`src/rtl/joypad_poller.sv`:
```
// joypad_poller: polls a 4021-style serial joypad and publishes an
// active-high button word (bit0 A .. bit7 Right) plus a pad-present flag.
module joypad_poller #(
    parameter int unsigned PULSE_CYCLES = 6,
    parameter int unsigned POLL_CYCLES  = 30000
) (
    input  logic       clk,
    input  logic       rst_n,
    input  logic       poll_en,
    output logic       pad_latch,
    output logic       pad_clk,
    input  logic       pad_data,
    output logic [7:0] btns,
    output logic       btns_valid,
    output logic       pad_present
);

    localparam int unsigned PHASE_W = $clog2(PULSE_CYCLES);
    localparam int unsigned INTV_W  = $clog2(POLL_CYCLES);
    localparam int unsigned IDX_W   = 4;
    localparam int unsigned SHIFT_W = 9;

    typedef enum logic [2:0] {
        ST_IDLE,
        ST_LATCH,
        ST_LOW,
        ST_HIGH,
        ST_DONE
    } state_t;

    state_t               state;
    logic [PHASE_W-1:0]   phase;
    logic [IDX_W-1:0]     bit_idx;
    logic [SHIFT_W-1:0]   shift;
    logic [INTV_W-1:0]    interval;
    logic [1:0]           sync;
    logic                 ds;
    logic                 poll_start;
    logic                 phase_last;

    assign ds         = sync[1];
    assign phase_last = (phase == PHASE_W'(PULSE_CYCLES - 1));
    assign poll_start = (state == ST_IDLE) && poll_en && (interval == '0);

    // Two-flop synchronizer; idles high like an unplugged, pulled-up line.
    always_ff @(posedge clk or negedge rst_n) begin
        if (!rst_n) begin
            sync <= 2'b11;
        end else begin
            sync <= {sync[0], pad_data};
        end
    end

    // Poll interval: reload on poll start, otherwise count down to zero and hold.
    always_ff @(posedge clk or negedge rst_n) begin
        if (!rst_n) begin
            interval <= '0;
        end else if (poll_start) begin
            interval <= INTV_W'(POLL_CYCLES - 1);
        end else if (interval != '0) begin
            interval <= interval - INTV_W'(1);
        end
    end

    // Frame sequencer with registered pad strobes and result outputs.
    always_ff @(posedge clk or negedge rst_n) begin
        if (!rst_n) begin
            state       <= ST_IDLE;
            phase       <= '0;
            bit_idx     <= '0;
            shift       <= '0;
            pad_latch   <= 1'b0;
            pad_clk     <= 1'b0;
            btns        <= 8'h00;
            btns_valid  <= 1'b0;
            pad_present <= 1'b0;
        end else begin
            // Strobes follow the state one cycle later so they stay glitch-free.
            pad_latch  <= (state == ST_LATCH);
            pad_clk    <= (state == ST_HIGH);
            btns_valid <= 1'b0;

            unique case (state)
                ST_IDLE: begin
                    phase <= '0;
                    if (poll_start) begin
                        shift <= '0;
                        state <= ST_LATCH;
                    end
                end

                ST_LATCH: begin
                    if (phase_last) begin
                        phase   <= '0;
                        bit_idx <= '0;
                        state   <= ST_LOW;
                    end else begin
                        phase <= phase + PHASE_W'(1);
                    end
                end

                // Sample late in the low phase so the synchronizer has settled.
                ST_LOW: begin
                    if (phase_last) begin
                        phase          <= '0;
                        shift[bit_idx] <= ~ds;
                        if (bit_idx == IDX_W'(SHIFT_W - 1)) begin
                            state <= ST_DONE;
                        end else begin
                            state <= ST_HIGH;
                        end
                    end else begin
                        phase <= phase + PHASE_W'(1);
                    end
                end

                ST_HIGH: begin
                    if (phase_last) begin
                        phase   <= '0;
                        bit_idx <= bit_idx + IDX_W'(1);
                        state   <= ST_LOW;
                    end else begin
                        phase <= phase + PHASE_W'(1);
                    end
                end

                // A real pad shifts in a low after its 8 buttons; a pulled-up
                // line reads high there, so captured bit 8 set means present.
                ST_DONE: begin
                    pad_present <= shift[8];
                    btns        <= shift[8] ? shift[7:0] : 8'h00;
                    btns_valid  <= 1'b1;
                    state       <= ST_IDLE;
                end

                default: begin
                    state <= ST_IDLE;
                end
            endcase
        end
    end

endmodule

```
`config.mk`:
```
export PLATFORM = sky130hd
export DESIGN_NAME = joypad_poller
export DESIGN_NICKNAME = d
export VERILOG_FILES = /design/src/rtl/joypad_poller.sv
export SDC_FILE = /design/constraint.sdc
export NUM_CORES = 1
export LEC_CHECK = 0
export ABC_AREA = 0
export BUFFER_PORTS_ARGS = -buffer_cell sky130_fd_sc_hd__buf_2
export CORE_MARGIN = 3
export CORE_UTILIZATION = 30
export CTS_CLUSTER_DIAMETER = 50
export CTS_CLUSTER_SIZE = 10
export DETAILED_ROUTE_END_ITERATION = 8
export GPL_TIMING_DRIVEN = 1
export SKIP_CTS_REPAIR_TIMING = 1
export SYNTH_ARGS = -nofsm -noshare
export SYNTH_HDL_FRONTEND = slang
export SYNTH_SLANG_ARGS = --single-unit
```
`constraint.sdc`:
```
create_clock -name clk -period 3.05 [get_ports clk]
set_clock_uncertainty 0.15 [all_clocks]
set_input_delay 0.61 -clock clk [delete_from_list [all_inputs] [get_ports clk]]
set_output_delay 0.61 -clock clk [all_outputs]
set_load 0.02 [all_outputs]
```
Yosys cells after proc, flatten, opt, wreduce, memory -nomap -nowiden. Index checks and enable logic that the tools add are counted.

Add/subtract/negate cells: 3. $lt $le $gt $ge: 2. Eq/ne operators: 11. Mux-type cells: 20. Bitwise operators: 1. Reduce and logical (&&, ||, !) cells: 15.

Operator list (number): $mux 15 (2); $mux 9 (2); $pmux 9 s2 (1); $logic_not 15->1 (1); $mux 3 (5); $reduce_bool 15->1 (1); $sub 15x1->15 const B (1); $bwmux 9 (1); $pmux 3 s3 (1); $reduce_and 3->1 (3); $mux 4 (2); $mux 8 (1); $ne 2x2->1 const B (4); $pmux 4 s2 (1); $reduce_bool 2->1 (4); $eq 3x2->1 const B (2); $eq 3x3->1 const B (2); $pmux 3 s2 (1); $lt 4x5->1 const B (1); $add 4x1->4 const B (1); $demux 1 s4 (1); $eq 4x4->1 const B (1); $ge 4x1->1 const B (1); $add 3x1->3 const B (1); 8 further kinds (11).

Bits in registers: 48. Bits of input ports: 4. Output and inout bits: 12. Logic and storage cells: 63.

Longest topological paths before layout. Gate-level depths: netlist (run 1).

Depth in word-level cells: 7. Mapped depth: 7. Mapped depth without buffers: 6.

Least setup slack after synthesis (run 1). OpenSTA, ideal clock, no wires.

Path kind: register to register. Start point: register interval[0]. End point: register interval[9]. Arrival: 1872 ps. Data required time: 2776 ps. Path slack: 904 ps. Stages on the path, launching flop included: 8. Buffers on the path: 1. Clock period less this slack: 2146 ps. Cell sequence: dfrtp_1 inv_1 ha_1 nor4b_1 and4_2 buf_4 or4b_4 xnor2_2.

Longest elaborated chain between the ends: 3.

RTL lines: from (decl) (RTL line 35) `logic [INTV_W-1:0] interval;`; from (signal assigned) (RTL line 59) `interval <= INTV_W'(POLL_CYCLES - 1);`; from (signal assigned) (RTL line 61) `interval <= interval - INTV_W'(1);`; $sub 15x1->15 / $logic_not 15->1 (equally long branches) (RTL line 61, 43); $mux 15 / $logic_and 1x1->1 (equally long branches) (RTL line 60, 43); $mux 15 / $reduce_bool 2->1 (equally long branches).

Parallel ways exist; a longest one is shown, timed or not. The select of a mux whose other input is x is not followed. A chain may end at the register's enable or synchronous reset.

Final worst setup path (run 1).
Start point: register interval[0]. End point: register shift[5].

Longest elaborated chain between the ends: 4.

RTL lines: $logic_not 15->1 (RTL line 43) `assign poll_start = (state == ST_IDLE) && poll_en && (interval == '0);`; $logic_and 1x1->1 (RTL line 43); $ne 2x2->1 (no line); $reduce_and 3->1 (no line); to (signal, indexed assignment) (RTL line 106) `shift[bit_idx] <= ~ds;`; to (decl) (RTL line 34) `logic [SHIFT_W-1:0] shift;`.

No other way between the ends.

==> results.cfg, run 1 <==
[setup_path]
cp.required_ps = 3070
path_buf_inv = 2
cp-start-kind = register
crit_start = interval[0]
crit_chain = inv_1 > ha_1 > nor4b_1 > nand4_2 > nor2_1 > buf_4 > o21ai_0
critical_path_class = reg -> reg
max_stage_delay_ps = 510
cp.arrival_ps = 2390
crit_fanout = 11
slowest_stage = nor4b_1
endpoint_kind = register
r2r_start = interval[0]
critPathTopFamily = simple AND/OR/NAND/NOR gates

[clocking]
insertion_delay_ps = 290
htreeDepth = 2
cts-buffers-inserted = 5
cts_tree = built
cts_sinks = 48
cts.path.max_buffers = 2
clockRootBuffer = clkbuf_8
path_clk_slew_ps = 80

[placement]
dp.cells = 333
dp_hpwl_um = 3050
place.port_buffers = 15
gp_congestion = 0.827

[global_route]
met2_usage = 0.169
grt_pass1_wl_um = 7700
grt_use_met1 = 0.149
antenna_found_initial = 0
grtUsageTotal = 0.107
grt_max_degree = 49
grtUsageMet3 = 0.0192
grt-busiest-layer = met2
grt_overflow = 0
grt_pass1_vias = 1622

[sta]
drv_slew = 0
worstMarginPinSlew_ps = 685
rsz0062_at_grt = no
hold_violations = 0
setup_viol = 0
finalSetupTns_ps = 0
fmax_ghz = 0.422
min_period_ps = 2370
max-slew-margin-rel = 0.537
period_share = 0.777

[run]
drv_cap = 0

[synth]
netlist_instances = 228
async_flop_share = 1.00
ys_ff_latch = 48
synth_cell_type_count = 48
synth_area_um2 = 2310
ys.warnings.count = 0
synth.top_cell.area_share = 0.498
avgSynthCellArea_um2 = 10.1
synth_area_leaders = dfrtp_1, nand2_1, o21ai_0
synth_edf_count = 0
synth_top_area_cell = dfrtp_1
ys.flop_type = dfrtp_1
synth_seq_area_share = 0.521
synth_fp_nets = 238

[drt]
first_pass_iters = 4
num_vias = 1677
drc = 0
drt-total-wl_um = 4410
ant_nets = 0
via_per_inst = 4.92
drt_iter0_markers = 90
wl_per_cell_um = 12.9

[layout]
diodes = 0
synthToLayoutAreaGrowth_pct = 11.8
final-instance-count-excl-fill = 341
fill_cells = 769
final_nets = 251
layout-drive-gt1-share = 0.165

[floorplan]
io_pins = 16
initial_core_util = 0.314
die_area_um2 = 8790
core.rowCount = 31
core_area_um2 = 7370
die_h_um = 93.8
die_x_um = 93.8

[outcome]
status = complete, no violations

[pwr]
powerDensity_nw_per_um2 = 593
p_leak_nw = 1.22
peakVddDrop_uv = 188

[min_path]
hold_path.class = reg -> reg
min_from = sync[0]
-- metrics by stage --
step	util	total power, mW	hold WS, ps	cell area, µm²	setup slack [ps]
floorplan	-	1.02	164	2310	904
global placement	0.336	1.09	196	2480	828
detailed placement	0.336	1.09	200	2480	710
CTS	0.351	1.54	213	2580	694
global route	0.351	1.62	221	2580	428
finish	0.351	1.53	212	2580	679
-- routing by layer --
layer | part of all wire | wire, µm
met1 | 0.51 | 2230
met3 | 0.032 | 143
met5 | 0 | 0
met2 | 0.45 | 2000
met4 | 0.0095 | 42
-- cell type report --
| cell class | instances | area, µm² | share of cell area |
|---|---|---|---|
| clock buffers | 6 | 72.6 | 0.0281 |
| clock inverters | 2 | 35.0 | 0.0136 |
| inverters | 6 | 22.5 | 0.00872 |
| multi-input cells | 163 | 1040 | 0.401 |
| flip-flops and latches | 48 | 1200 | 0.466 |
| well taps | 99 | 124 | 0.0479 |
| repair buffers | 17 | 90.1 | 0.0349 |
-- state kept, by name, indices dropped and copies added, names as in the netlist, 2 cells and up --
signal    cells
interval     15
shift         9
btns          8
bit_idx       4
phase         3
state         3
sync          2
-- path summary, 6_finish.rpt --
check | cells past startpoint | slack (ps) | endpoint
max | 7 | 680 | shift[5]
min reg2reg | 0 | 210 | sync[1]
min in group asynchronous | 2 | 250 | pad_clk
max reg2reg | 7 | 680 | shift[5]
max in group asynchronous | 2 | 2090 | bit_idx[1]
min | 0 | 210 | sync[1]
-- synth_stat cells, drive strengths merged, types with 3 or more instances --
| master | instances |
|---|---|
| a21oi | 11 |
| buf | 5 |
| dfrtp | 46 |
| nand3 | 6 |
| xor2 | 3 |
| o21ai | 21 |
| nor2 | 15 |
| xnor2 | 3 |
| mux2 | 3 |
| inv | 6 |
| nand3b | 4 |
| clkbuf | 6 |
| nor3 | 11 |
| nor4 | 3 |
| a211oi | 4 |
| ha | 6 |
| a32oi | 9 |
| nor4b | 3 |
| nand2 | 33 |
-- cells in the final DEF, fill, tap and decap left out, drive strengths merged, types with 6 or more instances in the layout --
| cell | instances |
|---|---|
| a32oi | 9 |
| buf | 17 |
| o21ai | 21 |
| nor3 | 11 |
| a21oi | 11 |
| dfrtp | 46 |
| inv | 6 |
| ha | 6 |
| nand2 | 33 |
| nor2 | 15 |
| clkbuf | 6 |
| nand3 | 6 |
-- cells by family (layout without fill, tap and decap cells) --
logic type | count (synthesis) | in the layout | share of synthesized area
compound gates | 56 | 56 | 0.154
buf+inv | 17 | 31 | 0.0309
simple gates | 92 | 92 | 0.221
flops | 48 | 48 | 0.521
fa+ha+maj | 6 | 6 | 0.0325
xor+xnor | 6 | 6 | 0.0260
mux | 3 | 3 | 0.0146
-- power breakdown --
group | total, mW | internal [mW] | switching [mW] | leakage (nW)
Combinational | 0.240 | 0.111 | 0.130 | 0.607
Clock | 0.449 | 0.243 | 0.205 | 0.0552
Sequential | 0.843 | 0.726 | 0.117 | 0.560
Total | 1.53 | 1.08 | 0.451 | 1.22
No activity file was read; power rests on OpenSTA's default activity.
==> run 2, diff against run 1 <==
clock period = 2.1 ns   (was 3.05 ns; I/O delays follow)
==> results.cfg, run 2 (synthesis results as in run 1) <==
[layout]
final_cell_mix = dfrtp_1, nand2_1, o21ai_0
largest_reg_flops = 15
regMostFlops = interval
fin_util = 0.372
final-instance-count-excl-fill = 354
layout-drive-gt1-share = 0.227
synthToLayoutAreaGrowth_pct = 18.5
fill_cells = 740
final_nets = 265
diodes = 0
final_common_cell = dfrtp_1
reg.largest.list = interval x15, shift x9, btns x8

[clocking]
htreeDepth = 2
clockRootBuffer = clkbuf_8
cts_tree = built
path_clk_slew_ps = 90
cts.path.max_buffers = 2
cts_sinks = 48
insertion_delay_ps = 310
cts-buffers-inserted = 5

[floorplan]
io_pins = 16
die_h_um = 93.8
core_area_um2 = 7370
die_area_um2 = 8790
core.rowCount = 31
die_x_um = 93.8
initial_core_util = 0.314

[global_route]
grt_pass1_vias = 1706
grt_pass1_wl_um = 8080
grt_max_degree = 49
grt_overflow = 0
grtUsageTotal = 0.115
antenna_found_initial = 0

[setup_path]
cp.required_ps = 2150
crit_chain = inv_2 > ha_4 > nor4b_2 > buf_4 > and4_4 > or4b_4 > xnor2_2
slowest_stage = or4b_4
max_stage_delay_ps = 530
cp.arrival_ps = 2060
critical_path_class = reg -> reg
crit_fanout = 4
path_buf_inv = 2
cp-start-kind = register
critPathTopFamily = simple AND/OR/NAND/NOR gates
endpoint_kind = register

[drt]
via_per_inst = 4.90
ant_nets = 0
num_vias = 1736
first_pass_iters = 4
wl_per_cell_um = 12.9
drt-total-wl_um = 4570
drt_iter0_markers = 62
drc = 0

[sta]
setup_slack_ps = 90.4
period_share = 0.957
drv_slew = 0
max-slew-margin-rel = 0.601
setup_viol = 0
min_period_ps = 2010
finalSetupTns_ps = 0
worstMarginPinSlew_ps = 598
fmax_ghz = 0.498
rsz0062_at_grt = no
hold_violations = 0

[placement]
place.port_buffers = 15
gp_congestion = 0.836
dp.cells = 346
placement.setup.worst_slack_ps = 29.9
dp_hpwl_um = 3150

[pwr]
peakVddDrop_uv = 246
p_leak_nw = 1.29
powerDensity_nw_per_um2 = 889

[min_path]
hold_path.class = in -> async

[run]
drv_cap = 0

[outcome]
status = complete, no violations
-- run 2: cell count changes in the layout (fill, tap and decap cells not counted) --
cell / before / now
buf_4: 2 / 16
inv_1: 6 / 4
inv_2: 0 / 2
and4_2: 2 / 1
and4_4: 0 / 1
bufinv_16: 1 / 2
clkbuf_1: 1 / 0
clkinv_2: 1 / 0
ha_1: 6 / 5
ha_4: 0 / 1
nand4_2: 1 / 0
nand4_4: 0 / 1
nor4b_1: 3 / 2
nor4b_2: 0 / 1
-- run 2: path summary, 6_finish.rpt --
kind	start	endpoint	slack, ps	cells after the start
hold / removal	rst_n	state[0]	50	2
setup reg to reg	interval[0]	interval[9]	90	7
min in group clk	pad_data	sync[0]	60	1
max in group asynchronous	rst_n	shift[0]	1350	2
hold reg to reg	sync[0]	sync[1]	210	0
setup / recovery	interval[0]	interval[9]	90	7
-- run 2: power by group --
| part | total (mW) | leakage [nW] | switching, mW | internal (mW) |
|---|---|---|---|---|
| Clock | 0.769 | 0.0642 | 0.301 | 0.469 |
| Sequential | 1.23 | 0.560 | 0.172 | 1.05 |
| Combinational | 0.439 | 0.664 | 0.219 | 0.221 |
-- run 2: layout make-up --
cell class | instances | area, µm² | share of cell area
Multi-Input combinational cell | 163 | 1060 | 0.389
Tap cell | 99 | 124 | 0.0452
Clock buffer | 5 | 68.8 | 0.0251
Timing Repair Buffer | 31 | 195 | 0.0713
Inverter | 6 | 22.5 | 0.00822
Clock inverter | 2 | 60.1 | 0.0219
Sequential cell | 48 | 1200 | 0.439
-- run 2: through the flow --
stage / area, µm² / hold WS (ps) / total power [mW]
after global routing: 2740 / 57.6 / 2.58
final: 2740 / 51.5 / 2.44
after detailed placement: 2580 / 197 / 1.65
after CTS: 2710 / 58.3 / 2.42
after floorplan: 2310 / -25.6 / 1.48
after global placement: 2580 / 196 / 1.64
-- run 2: metal layers --
| layer | vias up | routed length (µm) | GRT usage |
|---|---|---|---|
| met4 | 0 | 93 | 0.0590 |
| met3 | 6 | 148 | 0.0192 |
| li1 | 875 | - | - |
| met1 | 829 | 2220 | 0.158 |
| met2 | 26 | 2110 | 0.172 |
| met5 | - | 0 | 0 |
==> run 3, diff against run 2 <==
--- a/config.mk
+++ b/config.mk
@@ -9,5 +9,5 @@
 export BUFFER_PORTS_ARGS = -buffer_cell sky130_fd_sc_hd__buf_2
 export CORE_MARGIN = 3
-export CORE_UTILIZATION = 30
+export CORE_UTILIZATION = 45
 export CTS_CLUSTER_DIAMETER = 50
 export CTS_CLUSTER_SIZE = 10
==> constraint.sdc (replaced) <==
create_clock -name clk -period 2.1 [get_ports clk]
set_clock_uncertainty 0.15 [all_clocks]
set_input_delay 0.105 -clock clk [delete_from_list [all_inputs] [get_ports clk]]
set_output_delay 0.105 -clock clk [all_outputs]
set_load 0.02 [all_outputs]
==> results.cfg, run 3 (synthesis results as in run 1) <==
[outcome]
status = complete, no violations

[placement]
gp_congestion = 0.898
place.port_buffers = 15
place_area_um2 = 2570
dp_hpwl_um = 3170
dp.cells = 317
placement.setup.worst_slack_ps = 65.2

[min_path]
hold_path.class = in -> async

[global_route]
antenna_found_initial = 0
grtUsageTotal = 0.159
grt_max_degree = 28
grt_pass1_vias = 1651
grt_overflow = 0
grt_pass1_wl_um = 7760

[setup_path]
slowest_stage = or4b_4
max_stage_delay_ps = 530
cp-start-kind = register
endpoint_kind = register
crit_fanout = 4
critical_path_class = reg -> reg
cp.arrival_ps = 2010
cp.required_ps = 2140
crit_chain = inv_2 > ha_2 > nor4b_4 > and4_2 > or4b_4 > xnor2_2

[drt]
wl_per_cell_um = 13.4
ant_nets = 0
drt_iter0_markers = 96
via_per_inst = 5.34
drc = 0
drt-total-wl_um = 4420
first_pass_iters = 4
num_vias = 1757

[floorplan]
io_pins = 16
die_area_um2 = 6030
die_h_um = 77.7
core_area_um2 = 4850
initial_core_util = 0.477
die_x_um = 77.7
core.rowCount = 25

[sta]
setup_slack_ps = 130
rsz0062_at_grt = no
max-slew-margin-rel = 0.656
setup_viol = 0
hold_violations = 0
finalSetupTns_ps = 0
fmax_ghz = 0.508
period_share = 0.938
worstMarginPinSlew_ps = 517
min_period_ps = 1970
drv_slew = 0
timing.hold.ws_ps = 153

[clocking]
cts_sinks = 48
cts_tree = built
path_clk_slew_ps = 90
cts.path.max_buffers = 2
cts-buffers-inserted = 5
insertion_delay_ps = 300
clockRootBuffer = clkbuf_8
htreeDepth = 2

[layout]
final_common_cell = dfrtp_1
reg.largest.list = interval x15, shift x9, btns x8
fin_util = 0.564
final-instance-count-excl-fill = 329
final_nets = 271
largest_reg_flops = 15
post-route-cell-area_um2 = 2730
final_cell_mix = dfrtp_1, nand2_1, o21ai_0
layout-drive-gt1-share = 0.237
synthToLayoutAreaGrowth_pct = 18.2
diodes = 0
regMostFlops = interval

[pwr]
powerDensity_nw_per_um2 = 861
peakVddDrop_uv = 502
post-layout-total-power_mw = 2.35
p_leak_nw = 1.32

[run]
drv_cap = 0
-- run 3: layout make-up --
class / instances / area [µm²]
flip-flops and latches: 48 / 1200
clock inverters: 3 / 42.5
well taps: 67 / 83.8
fillers: 422 / 2120
multi-input cells: 163 / 1050
repair buffers: 37 / 258
clock buffers: 5 / 68.8
inverters: 6 / 22.5
-- run 3: report_power, final --
part	total, mW	leakage (nW)	switching [mW]	internal [mW]
Sequential	1.24	0.560	0.182	1.05
Clock	0.656	0.0541	0.304	0.352
Combinational	0.459	0.711	0.217	0.242
-- run 3: routing by layer --
| layer | vias up | share of wire | track usage |
|---|---|---|---|
| met4 | 0 | 0.022 | 0.0569 |
| li1 | 894 | - | - |
| met5 | - | 0 | 0 |
| met2 | 30 | 0.41 | 0.218 |
| met3 | 13 | 0.034 | 0.0348 |
| met1 | 820 | 0.54 | 0.243 |
-- run 3: worst paths after layout --
kind	from	to	slack [ps]	cells past startpoint
min	rst_n	interval[8]	150	2
min reg2reg	sync[0]	sync[1]	210	0
max in group asynchronous	rst_n	shift[5]	1140	3
max reg2reg	interval[0]	interval[9]	130	6
min in group clk	sync[0]	sync[1]	210	0
max	interval[0]	interval[9]	130	6
-- run 3: critical path, delay by kind of cell, from the launching register on --
| family | cells | cell delay [ps] |
|---|---|---|
| AND/OR/NAND/NOR | 3 | 940 |
| flip-flops | 1 | 370 |
| adder cells (fa/ha/maj) | 1 | 210 |
| XOR/XNOR | 1 | 140 |
| buffers and inverters | 1 | 60 |
